$ cat src/rtl/fpu_mul_seq.sv
// Sequential floating-point multiplier: one shift-add partial product per
// cycle, then a single normalise/round step. The latency is fixed regardless
// of operand class, so special cases also run the full multiply sequence.
module fpu_mul_seq #(
  parameter int EXP_W = 8,
  parameter int MAN_W = 23
) (
  input  logic                   clk,
  input  logic                   rst,
  input  logic                   start,
  input  logic [1:0]             rmode,
  input  logic [EXP_W+MAN_W:0]   opa,
  input  logic [EXP_W+MAN_W:0]   opb,
  output logic                   busy,
  output logic                   done,
  output logic [EXP_W+MAN_W:0]   out,
  output logic                   snan,
  output logic                   qnan,
  output logic                   inf,
  output logic                   ine,
  output logic                   overflow,
  output logic                   underflow,
  output logic                   zero
);

  localparam int W  = 1 + EXP_W + MAN_W;
  localparam int SW = MAN_W + 1;          // significand width incl. hidden bit
  localparam int PW = 2 * SW;             // full product width
  localparam int ES = EXP_W + 2;          // signed exponent working width
  localparam int CW = $clog2(SW + 1);

  localparam logic [ES-1:0] BIAS    = ES'((2 ** (EXP_W - 1)) - 1);
  localparam logic [ES-1:0] EXP_MAX = ES'((2 ** EXP_W) - 1);
  localparam logic [CW-1:0] LAST    = CW'(SW - 1);

  localparam logic [2:0] S_IDLE   = 3'd0;
  localparam logic [2:0] S_UNPACK = 3'd1;
  localparam logic [2:0] S_MUL    = 3'd2;
  localparam logic [2:0] S_ROUND  = 3'd3;
  localparam logic [2:0] S_DONE   = 3'd4;

  logic [2:0]    state;
  logic [W-1:0]  a_r, b_r;
  logic [1:0]    rm_r;
  logic          sign_r;
  logic [ES-1:0] exp_r;
  logic          cls_nan, cls_snan, cls_inf, cls_zero;
  logic [PW-1:0] mc;
  logic [SW-1:0] mp;
  logic [PW-1:0] prod;
  logic [CW-1:0] cnt;

  // Field extraction and operand classification of the captured operands.
  logic [EXP_W-1:0] a_exp, b_exp;
  logic [MAN_W-1:0] a_man, b_man;
  logic a_nan, b_nan, a_snan, b_snan, a_inf, b_inf, a_zero, b_zero;

  always_comb begin
    a_exp  = a_r[W-2 -: EXP_W];
    b_exp  = b_r[W-2 -: EXP_W];
    a_man  = a_r[MAN_W-1:0];
    b_man  = b_r[MAN_W-1:0];
    a_nan  = (&a_exp) && (a_man != '0);
    b_nan  = (&b_exp) && (b_man != '0);
    a_snan = a_nan && !a_man[MAN_W-1];
    b_snan = b_nan && !b_man[MAN_W-1];
    a_inf  = (&a_exp) && (a_man == '0);
    b_inf  = (&b_exp) && (b_man == '0);
    // Subnormal operands are flushed, so any zero exponent counts as zero.
    a_zero = (a_exp == '0);
    b_zero = (b_exp == '0);
  end

  // Normalise, round and classify the finished product into the result word.
  logic             norm;
  logic [PW-1:0]    pn;
  logic [MAN_W-1:0] man_t;
  logic             g_b, r_b, s_b, lost, up;
  logic [MAN_W:0]   man_sum;
  logic [ES-1:0]    exp_f;
  logic             ovf, unf, ovf_inf;
  logic [W-1:0]     res;
  logic [6:0]       res_flg;             // {snan,qnan,inf,ine,ovf,unf,zero}

  always_comb begin
    norm    = prod[PW-1];
    pn      = norm ? prod : (prod << 1);
    man_t   = pn[PW-2:MAN_W+1];
    g_b     = pn[MAN_W];
    r_b     = pn[MAN_W-1];
    s_b     = |pn[MAN_W-2:0];
    lost    = g_b | r_b | s_b;
    case (rm_r)
      2'd0:    up = g_b & (r_b | s_b | man_t[0]);
      2'd2:    up = lost & !sign_r;
      2'd3:    up = lost & sign_r;
      default: up = 1'b0;
    endcase
    man_sum = {1'b0, man_t} + (MAN_W+1)'(up);
    exp_f   = exp_r + ES'(norm) + ES'(man_sum[MAN_W]);
    ovf     = !exp_f[ES-1] && (exp_f >= EXP_MAX);
    unf     = exp_f[ES-1] || (exp_f == '0);
    ovf_inf = (rm_r == 2'd0) || ((rm_r == 2'd2) && !sign_r) ||
              ((rm_r == 2'd3) && sign_r);
    res     = '0;
    res_flg = '0;
    if (cls_nan) begin
      res     = {1'b0, {EXP_W{1'b1}}, 1'b1, {(MAN_W-1){1'b0}}};
      res_flg = {cls_snan, 1'b1, 5'b0};
    end else if (cls_inf) begin
      res     = {sign_r, {EXP_W{1'b1}}, {MAN_W{1'b0}}};
      res_flg = 7'b0010000;
    end else if (cls_zero) begin
      res     = {sign_r, {(W-1){1'b0}}};
      res_flg = 7'b0000001;
    end else if (ovf) begin
      if (ovf_inf) begin
        res     = {sign_r, {EXP_W{1'b1}}, {MAN_W{1'b0}}};
        res_flg = 7'b0011100;
      end else begin
        res     = {sign_r, {(EXP_W-1){1'b1}}, 1'b0, {MAN_W{1'b1}}};
        res_flg = 7'b0001100;
      end
    end else if (unf) begin
      res     = {sign_r, {(W-1){1'b0}}};
      res_flg = 7'b0001011;
    end else begin
      res     = {sign_r, exp_f[EXP_W-1:0], man_sum[MAN_W-1:0]};
      res_flg = {3'b000, lost, 3'b000};
    end
  end

  // Control FSM plus operand capture, shift-add multiply and result registers.
  always_ff @(posedge clk) begin
    if (rst) begin
      state     <= S_IDLE;
      a_r       <= '0;
      b_r       <= '0;
      rm_r      <= '0;
      sign_r    <= 1'b0;
      exp_r     <= '0;
      cls_nan   <= 1'b0;
      cls_snan  <= 1'b0;
      cls_inf   <= 1'b0;
      cls_zero  <= 1'b0;
      mc        <= '0;
      mp        <= '0;
      prod      <= '0;
      cnt       <= '0;
      out       <= '0;
      snan      <= 1'b0;
      qnan      <= 1'b0;
      inf       <= 1'b0;
      ine       <= 1'b0;
      overflow  <= 1'b0;
      underflow <= 1'b0;
      zero      <= 1'b0;
    end else begin
      case (state)
        S_IDLE, S_DONE: begin
          if (start) begin
            a_r   <= opa;
            b_r   <= opb;
            rm_r  <= rmode;
            state <= S_UNPACK;
          end else begin
            state <= S_IDLE;
          end
        end
        S_UNPACK: begin
          sign_r   <= a_r[W-1] ^ b_r[W-1];
          exp_r    <= ES'(a_exp) + ES'(b_exp) - BIAS;
          cls_nan  <= a_nan | b_nan | (a_inf & b_zero) | (b_inf & a_zero);
          cls_snan <= a_snan | b_snan;
          cls_inf  <= a_inf | b_inf;
          cls_zero <= a_zero | b_zero;
          mc       <= PW'({1'b1, a_man});
          mp       <= {1'b1, b_man};
          prod     <= '0;
          cnt      <= '0;
          state    <= S_MUL;
        end
        S_MUL: begin
          prod <= prod + (mp[0] ? mc : '0);
          mc   <= mc << 1;
          mp   <= mp >> 1;
          cnt  <= cnt + 1'b1;
          if (cnt == LAST) state <= S_ROUND;
        end
        S_ROUND: begin
          out       <= res;
          snan      <= res_flg[6];
          qnan      <= res_flg[5];
          inf       <= res_flg[4];
          ine       <= res_flg[3];
          overflow  <= res_flg[2];
          underflow <= res_flg[1];
          zero      <= res_flg[0];
          state     <= S_DONE;
        end
        default: state <= S_IDLE;
      endcase
    end
  end

  // DONE is not busy so a new request can be taken in the done cycle.
  always_comb begin
    busy = (state == S_UNPACK) || (state == S_MUL) || (state == S_ROUND);
    done = (state == S_DONE);
  end

endmodule
$ cat config.mk
export PLATFORM = sky130hd
export DESIGN_NAME = fpu_mul_seq
export DESIGN_NICKNAME = d
export VERILOG_FILES = /design/src/rtl/fpu_mul_seq.sv
export SDC_FILE = /design/constraint.sdc
export NUM_CORES = 1
export LEC_CHECK = 0
export ABC_CLOCK_PERIOD_IN_PS = 7700
export BUFFER_PORTS_ARGS = -buffer_cell sky130_fd_sc_hd__buf_2
export CORE_MARGIN = 8
export CORE_UTILIZATION = 46
export CTS_BUF_LIST = sky130_fd_sc_hd__clkbuf_16
export DETAILED_ROUTE_END_ITERATION = 7
export MAX_ROUTING_LAYER = met4
export PLACE_DENSITY = 0.7
export SKIP_LAST_GASP = 1
export SYNTH_ARGS = -nofsm -noshare
export SYNTH_HDL_FRONTEND = slang
export SYNTH_SLANG_ARGS = --single-unit
$ cat constraint.sdc
create_clock -name clk -period 7.7 [get_ports clk]
set_clock_uncertainty 0.2 [all_clocks]
set_input_delay 1.155 -clock clk [delete_from_list [all_inputs] [get_ports clk]]
set_output_delay 1.155 -clock clk [all_outputs]
set_load 0.02 [all_outputs]
==> results.py <==
metrics = {
    "cts": {
        "cts.repair.resized": 0,
        "cts_setup_buffers": 0,
        "htreeDepth": 1,
        "cts.sinks": 248,
        "cts_tree": "yes",
        "cts_root_buf": "clkbuf_16",
        "cts_buffers": 28,
        "clk_latency_ps": 550,
        "clk_pin_slew_ps": 60,
        "cts_buffer_depth": 3,
        "cts_hold_buf": 0,
    },
    "sta": {
        "maxSlewViolCount": 0,
        "hold_viol": 0,
        "fmax_mhz": 153,
        "worst_pin_slew_ps": 1100,
        "post-route-min-period_ps": 6520,
        "setup_ws_ps": 1180,
        "fin_tns_setup_ps": 0,
        "slew_headroom_pct": 26.3,
        "period_share_pct": 84.7,
        "setup_violations": 0,
        "rsz0062_at_grt": "no",
    },
    "synthesis": {
        "synth_ff_type": "dfxtp_1",
        "synth_area_per_cell_um2": 7.72,
        "syn_area_um2": 13600,
        "async_flop_share_pct": 0,
        "synth_cell_type_count": 75,
        "synth_cells": 1763,
        "synth_nets": 1902,
        "yosysMostFrequentCell": "nand2_1",
        "synth_area_leaders": "dfxtp_1 36%, a21oi_1 8.8%, nand2_1 8.5%",
        "synth_edf_count": 0,
        "yosysTopAreaCell": "dfxtp_1",
        "synthTopCellsByCount": "310 x nand2_1, 248 x dfxtp_1, 239 x a21oi_1, 154 x nor2_1, 99 x a22oi_1",
        "ys_warn_count": 0,
        "ys_seq_area_share_pct": 36.5,
        "synth_seq_cells": 248,
        "synth_top_area_share_pct": 36.5,
    },
    "grt": {
        "busiest_layer": "met2",
        "grtUsageMet1_pct": 26.9,
        "grt.overflow.total": 0,
        "met2_usage_pct": 33.4,
        "grt_usage_pct": 20.6,
        "use_met3_pct": 2.79,
        "grt_pass1_vias": 12000,
        "antenna_found_initial": 0,
        "grt_start_max_net_pins": 99,
        "grt_pass1_wl_mm": 60.8,
    },
    "cells_and_area": {
        "nFillCells": 2818,
        "multiInputGateArea_um2": 8110,
        "post-route-util_pct": 51.6,
        "drive_gt1_share_pct": 10.5,
        "nets": 1942,
        "regArea_um2": 4970,
        "area_growth_pct": 11.5,
        "diodes": 0,
    },
    "place": {
        "io_buffers": 109,
        "place_ws_ps": 1230,
        "hpwl_mm": 26.0,
        "place_congestion": 0.913,
    },
    "route": {
        "drc": 0,
        "drt-vias-per-instance": 5.72,
        "routed_wl_mm": 36.7,
        "wl_per_cell_um": 16.6,
        "drtAntennaViolNets": 0,
        "first_pass_iters": 6,
        "num_vias": 12700,
        "drt_iter0_markers": 921,
    },
    "floorplanning": {
        "die-area_um2": 35400,
        "ios": 110,
        "rows": 63,
        "die_y_um": 188,
        "core-area_um2": 29400,
        "die_x_um": 188,
        "floorplan.initialDensity_pct": 46.3,
    },
    "setup_path": {
        "crit_type": "flip-flop to flip-flop",
        "critical_path_required_ps": 7880,
        "worstSetupStartpointType": "flip-flop",
        "endpoint_kind": "flip-flop",
        "critPathArrivalTime_ps": 6710,
        "worstPathMaxFanout": 16,
    },
    "status": {
        "status": "completed",
    },
    "power_and_ir_drop": {
        "pwr_density_cell_nw_per_um2": 191,
        "totalPowerFinal_uw": 2900,
        "ir_drop_mv": 0.183,
        "power.leakage_uw": 0.00614,
    },
    "flow_run": {
        "max_cap_violations": 0,
    },
    "worst_hold_path": {
        "hp-class": "flip-flop to flip-flop",
    },
}
## where the power goes
group	total, uW	internal (uW)	switching, uW
clock	1260	726	534
sequential	1360	1320	39.5
combinational	274	89.1	185
total	2900	2140	758
## area by class of cell
cell class | instances | area share [%]
clock inverter | 22 | 1.10
multi-input combinational | 1375 | 53.4
timing repair buffer | 121 | 4.23
clock buffer | 28 | 4.62
sequential | 248 | 32.7
inverter | 29 | 0.717
tap | 390 | 3.21
## critical path: stages, from the launching register on
cell,delay (ps)
dfxtp_1,400
nor4_1,80
nand4_1,180
nor2_1,70
nand2_1,120
nand3b_1,80
o21ai_0,90
ha_1,270
and3_1,210
nand4_1,220
nor4b_2,460
and4b_1,330
nand2_1,110
nor2_1,190
nand2_1,100
nor3b_1,240
fa_1,330
ha_1,380
nand3_1,130
xor2_1,240
nand3_1,110
nor3_1,240
a21oi_1,110
nor4b_1,440
nor3_2,190
inv_1,110
or2_1,530
o21ai_0,200
## kinds of logic (layout without fill, tap and decap cells)
family	Yosys count	count (layout)	share of synthesized area, %
AO/OA/AOI/OAI	561	561	25.7
AND/OR/NAND/NOR	674	674	22.5
multiplexers	12	12	0.919
flip-flops	248	248	36.5
buffers and inverters	140	200	4.13
XOR/XNOR	58	58	3.73
adder cells (fa/ha/maj)	70	70	6.60
## sequential cells by signal, indices dropped and copies added (netlist names), 2 cells and up
register	flops
mp	24
prod	48
b_r	32
mc	48
cnt	5
out	32
state	3
exp_r	10
a_r	32
rm_r	2
## path summary, 6_finish.rpt
| check | end | start | slack, ps | cells after the start |
|---|---|---|---|---|
| max | out[1] | prod[1] | 1180 | 27 |
| min | out[6] | out[6] | 250 | 2 |
| min reg2reg | out[6] | out[6] | 250 | 2 |
| max reg2reg | out[1] | prod[1] | 1180 | 27 |
## metrics by stage
| stage | instance area, um^2 | hold WS (ps) | std cells |
|---|---|---|---|
| after detailed placement | 14300 | 237 | 2163 |
| after CTS | 15200 | 251 | 2213 |
| after global placement | 14300 | 234 | 2163 |
| after floorplan | 13600 | 236 | 1763 |
| final | 15200 | 248 | 2213 |
| after global routing | 15200 | 271 | 2213 |
## layer usage
metal / share of wire [%] / up-vias
li1: - / 6350
met2: 47 / 333
met5: 0 / -
met1: 46 / 5917
met4: 2.3 / 0
met3: 4.6 / 54
## placed cells by master, fill, tap and decap left out, types with 10 or more instances in the layout
cell type,count
a31oi_1,10
nand4_1,22
a22oi_1,99
buf_2,108
nor2_1,153
nor4_1,24
dfxtp_1,247
buf_4,12
xnor2_1,35
o21ai_0,64
a21oi_1,239
nor2b_1,15
nand2_1,309
a211oi_1,13
and2_1,56
nand3_1,25
xor2_1,23
clkbuf_16,28
a21o_1,36
o211ai_1,10
inv_1,36
ha_1,67
nor3_1,17
o21bai_1,11
and3_1,11
Power figures use the tool's default switching activity.
